### src/rtl/sa_drain.sv
// sa_drain: drains the bottom row of a skewed systolic array.
//
// Each column of the array produces its partial sums one cycle later than the
// column to its left. This block delays every column so that all columns of a
// row line up, checks that the aligned valid bits agree, optionally applies a
// ReLU, and queues the aligned row in a small FIFO for a ready/valid consumer.
//
// Ports:
//   clk         single clock, rising edge
//   rst         asynchronous active-low reset
//   sync_reset  synchronous active-high clear (overrides push/pop)
//   act_en      1 = clamp negative column values to zero on write
//   col_in      COLS packed signed W-bit column results, column j at [j*W +: W]
//   col_valid   per-column valid, column j skewed j cycles after column 0
//   out_ready   consumer accepts out_data this cycle
//   out_data    FIFO head row (zero while the FIFO is empty)
//   out_valid   FIFO non-empty
//   count       FIFO occupancy, 0..DEPTH
//   overflow    sticky: an aligned row was dropped because the FIFO was full
//   skew_err    sticky: aligned valid bits were neither all 0 nor all 1
module sa_drain #(
    parameter int COLS  = 4,
    parameter int W     = 20,
    parameter int DEPTH = 4
) (
    input  logic                     clk,
    input  logic                     rst,
    input  logic                     sync_reset,
    input  logic                     act_en,
    input  logic [COLS*W-1:0]        col_in,
    input  logic [COLS-1:0]          col_valid,
    input  logic                     out_ready,
    output logic [COLS*W-1:0]        out_data,
    output logic                     out_valid,
    output logic [$clog2(DEPTH):0]   count,
    output logic                     overflow,
    output logic                     skew_err
);

    localparam int AW = (DEPTH > 1) ? $clog2(DEPTH) : 1;
    localparam int CW = $clog2(DEPTH) + 1;

    logic [W-1:0]    aligned_data [COLS];
    logic [COLS-1:0] aligned_vld;

    // Column j is delayed by COLS-1-j registers so that every column of a row
    // arrives together with the undelayed last column.
    for (genvar j = 0; j < COLS; j++) begin : g_col
        if (j == COLS - 1) begin : g_direct
            assign aligned_data[j] = col_in[j*W +: W];
            assign aligned_vld[j]  = col_valid[j];
        end else begin : g_dly
            localparam int L = COLS - 1 - j;

            logic [W-1:0] data_q [L];
            logic [W-1:0] data_d [L];
            logic [L-1:0] vld_q;
            logic [L-1:0] vld_d;

            always_comb begin
                for (int k = 0; k < L; k++) begin
                    data_d[k] = '0;
                end
                vld_d = '0;
                if (!sync_reset) begin
                    data_d[0] = col_in[j*W +: W];
                    vld_d[0]  = col_valid[j];
                    for (int k = 1; k < L; k++) begin
                        data_d[k] = data_q[k-1];
                        vld_d[k]  = vld_q[k-1];
                    end
                end
            end

            always_ff @(posedge clk or negedge rst) begin
                if (!rst) begin
                    for (int k = 0; k < L; k++) begin
                        data_q[k] <= '0;
                    end
                    vld_q <= '0;
                end else begin
                    for (int k = 0; k < L; k++) begin
                        data_q[k] <= data_d[k];
                    end
                    vld_q <= vld_d;
                end
            end

            assign aligned_data[j] = data_q[L-1];
            assign aligned_vld[j]  = vld_q[L-1];
        end
    end

    // Pointer increment that wraps at DEPTH regardless of pointer width.
    function automatic logic [AW-1:0] ptr_inc(input logic [AW-1:0] p);
        return (p == AW'(DEPTH - 1)) ? '0 : p + 1'b1;
    endfunction

    logic [COLS*W-1:0] mem_q [DEPTH];
    logic [COLS*W-1:0] mem_d [DEPTH];
    logic [AW-1:0]     wr_ptr_q, wr_ptr_d;
    logic [AW-1:0]     rd_ptr_q, rd_ptr_d;
    logic [CW-1:0]     count_q, count_d;
    logic              overflow_q, overflow_d;
    logic              skew_err_q, skew_err_d;

    logic [COLS*W-1:0] write_row;
    logic              row_all;
    logic              row_any;
    logic              full;
    logic              pop;
    logic              push;

    // ReLU on the aligned row: a set sign bit becomes zero, everything else
    // passes through at full width.
    always_comb begin
        write_row = '0;
        for (int j = 0; j < COLS; j++) begin
            if (act_en && aligned_data[j][W-1]) begin
                write_row[j*W +: W] = '0;
            end else begin
                write_row[j*W +: W] = aligned_data[j];
            end
        end
    end

    // A pop frees a slot on the same edge, so a full FIFO still accepts a row
    // when the consumer is draining it.
    always_comb begin
        row_all    = &aligned_vld;
        row_any    = |aligned_vld;
        full       = (count_q == CW'(DEPTH));
        pop        = (count_q != '0) && out_ready;
        push       = row_all && (!full || pop);

        mem_d      = mem_q;
        wr_ptr_d   = wr_ptr_q;
        rd_ptr_d   = rd_ptr_q;
        count_d    = count_q;
        overflow_d = overflow_q;
        skew_err_d = skew_err_q;

        if (sync_reset) begin
            for (int i = 0; i < DEPTH; i++) begin
                mem_d[i] = '0;
            end
            wr_ptr_d   = '0;
            rd_ptr_d   = '0;
            count_d    = '0;
            overflow_d = 1'b0;
            skew_err_d = 1'b0;
        end else begin
            if (push) begin
                mem_d[wr_ptr_q] = write_row;
                wr_ptr_d        = ptr_inc(wr_ptr_q);
            end
            if (pop) begin
                rd_ptr_d = ptr_inc(rd_ptr_q);
            end
            count_d = count_q + CW'(push) - CW'(pop);
            if (row_all && full && !pop) begin
                overflow_d = 1'b1;
            end
            if (row_any && !row_all) begin
                skew_err_d = 1'b1;
            end
        end
    end

    always_ff @(posedge clk or negedge rst) begin
        if (!rst) begin
            for (int i = 0; i < DEPTH; i++) begin
                mem_q[i] <= '0;
            end
            wr_ptr_q   <= '0;
            rd_ptr_q   <= '0;
            count_q    <= '0;
            overflow_q <= 1'b0;
            skew_err_q <= 1'b0;
        end else begin
            for (int i = 0; i < DEPTH; i++) begin
                mem_q[i] <= mem_d[i];
            end
            wr_ptr_q   <= wr_ptr_d;
            rd_ptr_q   <= rd_ptr_d;
            count_q    <= count_d;
            overflow_q <= overflow_d;
            skew_err_q <= skew_err_d;
        end
    end

    // The head row is gated so stale entries never show while empty.
    assign out_valid = (count_q != '0);
    assign out_data  = out_valid ? mem_q[rd_ptr_q] : '0;
    assign count     = count_q;
    assign overflow  = overflow_q;
    assign skew_err  = skew_err_q;

endmodule

### config.mk
export PLATFORM = sky130hd
export DESIGN_NAME = sa_drain
export DESIGN_NICKNAME = d
export VERILOG_FILES = /design/src/rtl/sa_drain.sv
export SDC_FILE = /design/constraint.sdc
export NUM_CORES = 1
export LEC_CHECK = 0
export CAP_MARGIN = 20
export CORE_ASPECT_RATIO = 1.25
export CORE_MARGIN = 4
export CORE_UTILIZATION = 30
export CTS_CLUSTER_SIZE = 12
export DETAILED_ROUTE_END_ITERATION = 10
export HOLD_SLACK_MARGIN = 0.15
export PLACE_DENSITY = 0.44
export SYNTH_ARGS = -nofsm -noshare
export SYNTH_HDL_FRONTEND = slang
export SYNTH_SLANG_ARGS = --single-unit
### constraint.sdc
create_clock -name clk -period 4.1 [get_ports clk]
set_input_delay 1.23 -clock clk [delete_from_list [all_inputs] [get_ports clk]]
set_output_delay 1.23 -clock clk [all_outputs]
set_load 0.05 [all_outputs]
==> run summary, run 1 <==
The run finished with clean final reports. The total number of H-tree levels was 2. The count of nets left with antenna violations once routing finished came out at 0.

The area overhead of the layout relative to synthesis came out at 25.5%. After synthesis, flip-flops and latches occupy 60.8% of the total area. The internal power of the cells totals 7760 uW. During synthesis, Yosys emitted a total of 0 warnings.

The detailed router placed 11700 vias in this run. The synthesized netlist cell count was 1257; the depth of the worst register-to-register path was 9. The critical path capture point type was an output port.

The cell depth of the worst min-delay path is 1, and the total congestion overflow after global routing is 0. The global routing usage summed across all routing layers is 16.6%, and the number of hold buffers added after CTS is 0. The tools report the launch instance of the worst register-to-register path as count[1]. Summing all placed instances gives a cell area of 21800 sq um. The number of flops mapped to enable cells by yosys was 0; the number of pins exceeding their max-slew limit in the final report was 0. The setup TNS after final layout came out at 0 ps. Ranked by instance count, the synthesized netlist is headed by dfrtp_1 (455), a22o_1 (304), nor2b_1 (127), and2_1 (84), mux4_2 (80). The number of clock sinks was 455. Sorting the synthesized cells by area gives the leading types as dfrtp_1 (61%), a22o_1 (14%), mux4_2 (9.6%). The final layout contains routed wiring with a total length of 54800 um. Of the cells placed in the final design, the portion with a size suffix greater than 1 is 17.4%. The global-route wire length before repair was 84700 um; the net switching power was 2810 uW. The fraction of power consumed by combinational cells was 14.3%. The post-layout instance area is 23500 sq um, and the portion of total power attributed to the clock network is 41.6%. Of the total power, the share spent switching nets is 26.6%. The clock buffer count from CTS came out at 49. Between clock sinks in the finished design, the worst skew comes to 11.3 ps. After floorplanning, the core was sized to cover 61900 sq um. Measured on the finished design, the core utilization comes to 37.9%. The multi-input combinational cells in the finished layout cover a total of 6840 sq um. The biggest area consumer among synthesized cells is dfrtp_1.

Setup violations remaining at the end of the flow were counted as 0. After detailed routing, the number of vias per cell comes to 5.06. The tree is rooted in a clkbuf_16. Starting density of the core: 30.2%. The sort of element at the start of the critical path is a flop. Once detailed placement completed, the half-perimeter wirelength came to 32600 um. Clock insertion delay at the later pin of the skew report: 580 ps.

Max-cap violations in this run came to 0. The critical path in this run is classified as flop to output port. The run gives 102 as the number of rows created at floorplan. In this run the tightest slew margin relative to its limit is 55.2%. For this run, the detailed router's first-pass iteration total came to 5. Of all nets on the critical path, the largest fanout is 11. Power spread over the standard cell area amounts to 450 nW/um^2.

The number of global-route vias before repair was 13000; the post-route fraction of the period consumed by the critical path was 98.0%. For the finished layout, the period the worst path requires is 4020 ps. The endpoint identified for the worst register-to-register timing path is count[2]. The largest net degree at the start of global routing came out at 85. The floorplan step set the die width to 231 um. The tools report the buffer depth of the longest clock path as 3. Launch point of the critical path: rd_ptr_q[0]. Worst min-delay path class: flop to flop.

The number of nets handed over by synthesis was 1354. The number of antenna violations at the first check in global routing was 0; the share of flip-flops with an asynchronous set or reset after synthesis was 100%. TritonCTS built the clock tree. At the worst endpoint, the required time is 2870 ps. Most frequent cell after synthesis: dfrtp_1. The number of nets in the layout was 1547; the average size of a mapped cell was 14.9 sq um. The synthesized design contains 455 register bits. Part of the power in registers: 44.0%. Counting the fill cells in the layout gives 5929. Derived from the worst setup path, the maximum achievable clock frequency is 0.249 GHz. For the pin with the worst max-slew slack, the measured transition is 673 ps. Data on the critical path arrives at its endpoint at 2790 ps. The floorplan die height came out at 287 um.

The most used flip-flop cell after synthesis was dfrtp_1. The die covers 66500 sq um. The logs give 0 for the final number of hold-violating endpoints and 0 for the post-detailed-route DRC marker count.

The cell area that synthesis handed to floorplanning was 18700 sq um. For the number of DRC markers in iteration 0, the log shows 769. The startpoint identified for the worst hold timing path is g_col[0].g_dly.data_q[38]. The setup slack of the most critical reg-to-reg path is 1490 ps. The number of distinct standard cells referenced by the synthesized netlist is 32. Setup repair after global routing left no endpoint under its margin. The path with the worst hold slack has its endpoint at aligned_data[78]. After synthesis, the largest area contributor takes up 60.8% of total cell area.

The peak ir drop on the vdd network was 0.304 mV. The count of port buffers added during placement is 174, and the register clock-pin slew on the reported worst setup and hold paths is 60 ps. Summed over all cells, the static leakage comes to 0.0108 uW.

Dividing the detail-routed wire length by the instance count gives 23.7 um. For the sequential cell area, the log shows 11400 sq um. The I/O pin count is 175. The run gives 0.719 as the last weighted congestion value of the routability-driven placer.
## layer usage
| layer | track usage [%] | vias to the layer above | wire [um] |
|---|---|---|---|
| li1 | - | 5069 | - |
| met1 | 22.8 | 6328 | 24200 |
| met2 | 27.6 | 254 | 27200 |
| met3 | 2.63 | 72 | 2160 |
| met4 | 4.21 | 0 | 1230 |
| met5 | 0 | - | 0 |
## through the flow
step                power [uW]  worst slack [ps]  hold slack, ps  std cells
global route             11100            0.0497             473       2315
detailed placement        6200               291             446       2224
CTS                      10800             0.761             460       2315
global placement          6200               302             443       2224
finish                   10600              80.9             457       2316
floorplan                 5450               635             439       1257
## sequential cells by signal, indices dropped and copies added, names as in the netlist
signal	cells
mem_q	320
count	3
g_col.g_dly.data_q	80
rd_ptr_q	2
overflow	1
g_col.g_dly.vld_q	6
aligned_data	40
wr_ptr_q	2
skew_err	1
## cell type report
type | count | share of cell area, %
multi-input combinational | 695 | 29.1
sequential | 455 | 48.5
antenna | 1 | 0.0107
inverter | 5 | 0.0799
clock buffer | 74 | 6.27
clock inverter | 10 | 0.442
timing repair buffer | 244 | 11.1
tap | 832 | 4.43
## cell families (layout without fill, tap and decap cells)
family / Yosys count / count (layout) / synth area share (%)
muxes: 97 / 97 / 10.5
AOI/OAI and AO/OA: 316 / 316 / 14.9
adders and majority gates: 8 / 8 / 0.575
and+or+nand+nor: 271 / 272 / 9.68
DFF: 455 / 455 / 60.8
xor gates and xnor gates: 2 / 2 / 0.0936
other: 0 / 1 / 0
buffers and inverters: 108 / 333 / 3.36
## power groups by stage
stage / registers [uW] / logic, uW / clock network (uW)
floorplan: 4730 / 717 / 0
global placement: 4780 / 1410 / 0
detailed placement: 4780 / 1410 / 0
CTS: 4660 / 1580 / 4570
global route: 4660 / 1660 / 4740
finish: 4660 / 1510 / 4400
## what timing repair did
item,in CTS,in global routing
resized for setup,12,19
setup buffers,6,0
pin swaps,1,0
cloned,1,0
endpoints found under the setup margin,77,19
## placed cells by master (no fill, tap or decap), types with 2 or more instances in the layout
master           Yosys  routed
dfrtp_1            455     453
a22o_1             304     304
clkdlybuf4s50_1      0     136
nor2b_1            127     127
and2_1              84      84
mux4_2              80      80
clkbuf_16            0      51
buf_4               21      50
buf_12               0      23
nand2b_1            20      20
dlymetal6s2s_1       0      19
mux2i_1             17      17
nor4_4               2      16
clkbuf_1            42      12
dlygate4sd2_1        0      12
clkbuf_8             0      11
ha_1                 7       7
clkinv_2             0       7
inv_1                5       5
nor2_1               5       5
nand3_1              5       5
a21oi_1              5       5
a31oi_4              4       4
or3b_2               4       4
nand2_1              2       2
or4_1                2       2
o21ai_0              2       2
bufinv_16            0       2
buf_8                0       2
dfrtp_4              0       2
## worst max path at each step
stage	endpoint	cells after the start
after floorplan	out_data[70]	4
after global placement	out_data[21]	4
after detailed placement	out_data[12]	4
after CTS	out_data[38]	5
after global routing	out_data[48]	5
final	out_data[38]	5
## critical path, cell delays in order (launching register included)
cell             delay [ps]
dfrtp_4                 440
buf_12                  170
buf_16                  180
mux4_2                  500
and2_1                  170
clkdlybuf4s50_1         740
Power figures use the tool's default switching activity.
==> run 2, diff against run 1 <==
--- a/config.mk
+++ b/config.mk
@@ -9,6 +9,7 @@
 export CORE_ASPECT_RATIO = 1.25
 export CORE_MARGIN = 4
 export CORE_UTILIZATION = 30
+export CTS_BUF_LIST = sky130_fd_sc_hd__clkbuf_16
 export CTS_CLUSTER_SIZE = 12
 export DETAILED_ROUTE_END_ITERATION = 10
 export HOLD_SLACK_MARGIN = 0.15
==> run 2 against run 1 <==
  * Design area fell by 0.47%
  * Register-to-register slack got worse by 20 ps
  * Routed wire length rose by 0.14%
  * Clock skew barely moved
  * Clock power fell by 5.5%
  * Via count rose by 0.42%
  * Largest cell class unchanged
==> run summary, run 2 (synthesis gave the netlist of run 1 again) <==
The I/O pin count was 175 (unchanged); the x dimension of the die was 231 um (unchanged). The transition time of the tightest slew-check pin came out at 670 ps (-2.91 ps). The total congestion overflow after global routing came out at 0 (unchanged). The top routing layer in use is met4. The count of port buffers added during placement is 174 (unchanged). Most common library cell in the layout ignoring fill and taps: dfrtp_1. The global-route wire length before repair is 84700 um (about the same), and the power per cell area is 442 nW/um^2 (-1.8%). Setup repair after global routing left no endpoint under its margin. The number of flip-flops under the largest register name was 320 (unchanged).

Fraction of power spent switching nets: 27.2% (+0.61 points). The tools report the global routing usage summed across all routing layers as 16.6% (about the same). The post-detailed-route DRC marker count was 0 (unchanged); the met2 wire length was 27300 um (+0.30%). The run gives 715 (-7.0%) as the number of DRC markers in iteration 0. The die outline area is 66500 sq um (unchanged), and the post-layout minimum cycle time is 4020 ps (-3.13 ps). The clock insertion delay at the later pin of the skew report is 580 ps (about the same). TritonCTS built the clock tree. The run gives 11800 (+0.42%) as the overall via count from detail_route.

The run gives 2 (unchanged) as the total number of H-tree levels. The area overhead of the layout relative to synthesis works out to 24.9%. The worst setup path is launched from a flop. The data arrival time of the worst path is 2790 ps (about the same), and the final wirelength is 54900 um (+0.14%). The setup TNS after final layout came out at 0 ps (unchanged). The run gives 24300 um (+0.16%) as the wire length on met1. The routed via count divided by cell count is 5.09 (+0.46%), and the number of hold buffers added after CTS is 0 (unchanged). The tools report the CTS root buffer as clkbuf_16. Peak clock frequency supported by timing: 0.249 GHz (about the same).

Total power draw: 10300 uW (-2.2%). The run gives 0 (-1) as the number of diodes. The number of rows created at floorplan was 102 (unchanged).

The largest net degree at the start of global routing is 85 (unchanged). The tools report the pre-CTS setup slack as 291 ps (unchanged). The run gives 2870 ps (about the same) as the required time reported for the critical path endpoint.

Leakage power: 0.0108 uW (about the same). The post-route fraction of the period consumed by the critical path was 98.0% (about the same). The count of final setup violators is 0 (unchanged).

The tools report the number of pins exceeding their max-slew limit in the final report as 0 (unchanged). Residual antenna-violating net count after detailed routing: 0 (unchanged). For the final number of hold-violating endpoints, the log shows 0 (unchanged). The tools report the starting density of the core as 30.2% (unchanged). The library cells used most frequently in the layout, excluding fill and tap cells, are dfrtp_1 (453), a22o_1 (304), clkdlybuf4s50_1 (135), nor2b_1 (127), and2_1 (84).

The number of clock sinks came out at 455 (unchanged). The clock buffer count from CTS was 49 (unchanged); the number of global-route vias before repair was 13000 (+0.054%). The logs give 11.3 ps (+0.0544 ps) for the worst-case clock skew and 1547 (unchanged) for the number of nets in the layout. The run finished with clean final reports. The critical-path maximum fanout is 11 (unchanged). For the worst setup margin, the log shows 84.0 ps (+3.13 ps).

The routed length on met3 is 2120 um (-1.9%), and the internal power summed over all cells is 7520 uW (-3.1%). The fraction of power consumed by combinational cells was 14.7% (+0.4 points). The peak ir drop on the vdd network is 0.304 mV (about the same), and the buffer depth of the longest clock path is 3 (unchanged). Type of the setup path with the least slack: flop to output port.

STA classifies the critical path endpoint as an output port. The part of the power in registers is 45.1% (+1.1 points), and the layout cell share with drive strength beyond 1 is 16.7% (-0.74 points). The logs give 37.8% (-0.18 points) for the core utilization of the finished layout and 2810 uW (about the same) for the net switching power. The tools report the number of antenna violations at the first check in global routing as 0 (unchanged).

The min-delay analysis places its worst path in the category flop to flop. The register clock-pin slew on the reported worst setup and hold paths was 60 ps (about the same). For the tightest slew margin relative to the limit, the log shows 55.4% (+0.19 points).

The length of the first detailed-routing pass in iterations is 4 (-1). The post-detailed-route wirelength per cell is 23.7 um (+0.18%), and the floorplan die height is 287 um (unchanged). The last weighted congestion value of the routability-driven placer is 0.719 (unchanged).

The portion of total power attributed to the clock network came out at 40.3% (-1.3 points). Top register by number of flip-flops: mem_q. The post-detailed-placement half-perimeter wirelength was 32600 um (unchanged); the core area was 61900 sq um (unchanged). Final hold slack: 458 ps (+1.12 ps). For the max-cap violation count, the log shows 0 (unchanged).
## run 2: what timing repair did
| action | CTS | global route |
|---|---|---|
| pin swaps | 1 | 0 |
| setup endpoints to repair | 77 | 20 |
| gates cloned | 1 | 0 |
| gates resized for setup | 12 | 20 |
| buffers inserted | 6 | 0 |
## run 2: final timing paths
path,startpoint,to,slack [ps],cells after the start
worst max-delay path,rd_ptr_q[0],out_data[38],80,5
worst min-delay path,g_col[0].g_dly.data_q[23],aligned_data[63],460,1
worst max register to register,count[1],count[2],1470,9
worst min register to register,g_col[0].g_dly.data_q[23],aligned_data[63],460,1
max in group asynchronous,rst,mem_q[58],2480,2
min in group asynchronous,rst,mem_q[236],570,1
## run 2: through the flow
step | std cells | cell area, sq um
after floorplan | 1257 | 18700
after global placement | 2224 | 21800
after detailed placement | 2224 | 21800
after CTS | 2315 | 23300
after global routing | 2315 | 23400
final | 2315 | 23400
## run 2: area by class of cell
cell class / instances / area [sq um]
clock inverter: 33 / 190
sequential: 455 / 11400
tap: 832 / 1040
timing repair buffer: 244 / 2610
clock buffer: 51 / 1280
fill: 5946 / 38500
multi-input combinational: 695 / 6840
inverter: 5 / 18.8
## run 2: power groups by stage
stage	registers, uW	logic (uW)	clock network [uW]
2_1_floorplan	4730	717	0
3_3_place_gp	4780	1410	0
3_5_place_dp	4780	1410	0
4_1_cts	4660	1580	4320
5_1_grt	4660	1660	4500
6_report	4660	1520	4160
## run 2: critical path: stages, from the launching register on
cell,delay (ps)
dfrtp_4,440
buf_12,170
buf_16,180
mux4_2,500
and2_1,160
clkdlybuf4s50_1,730
## run 2: routing by layer
layer / GRT usage, % / vias to the layer above
li1: - / 5071
met1: 22.8 / 6377
met2: 27.6 / 251
met3: 2.63 / 73
met4: 4.21 / 0
met5: 0 / -
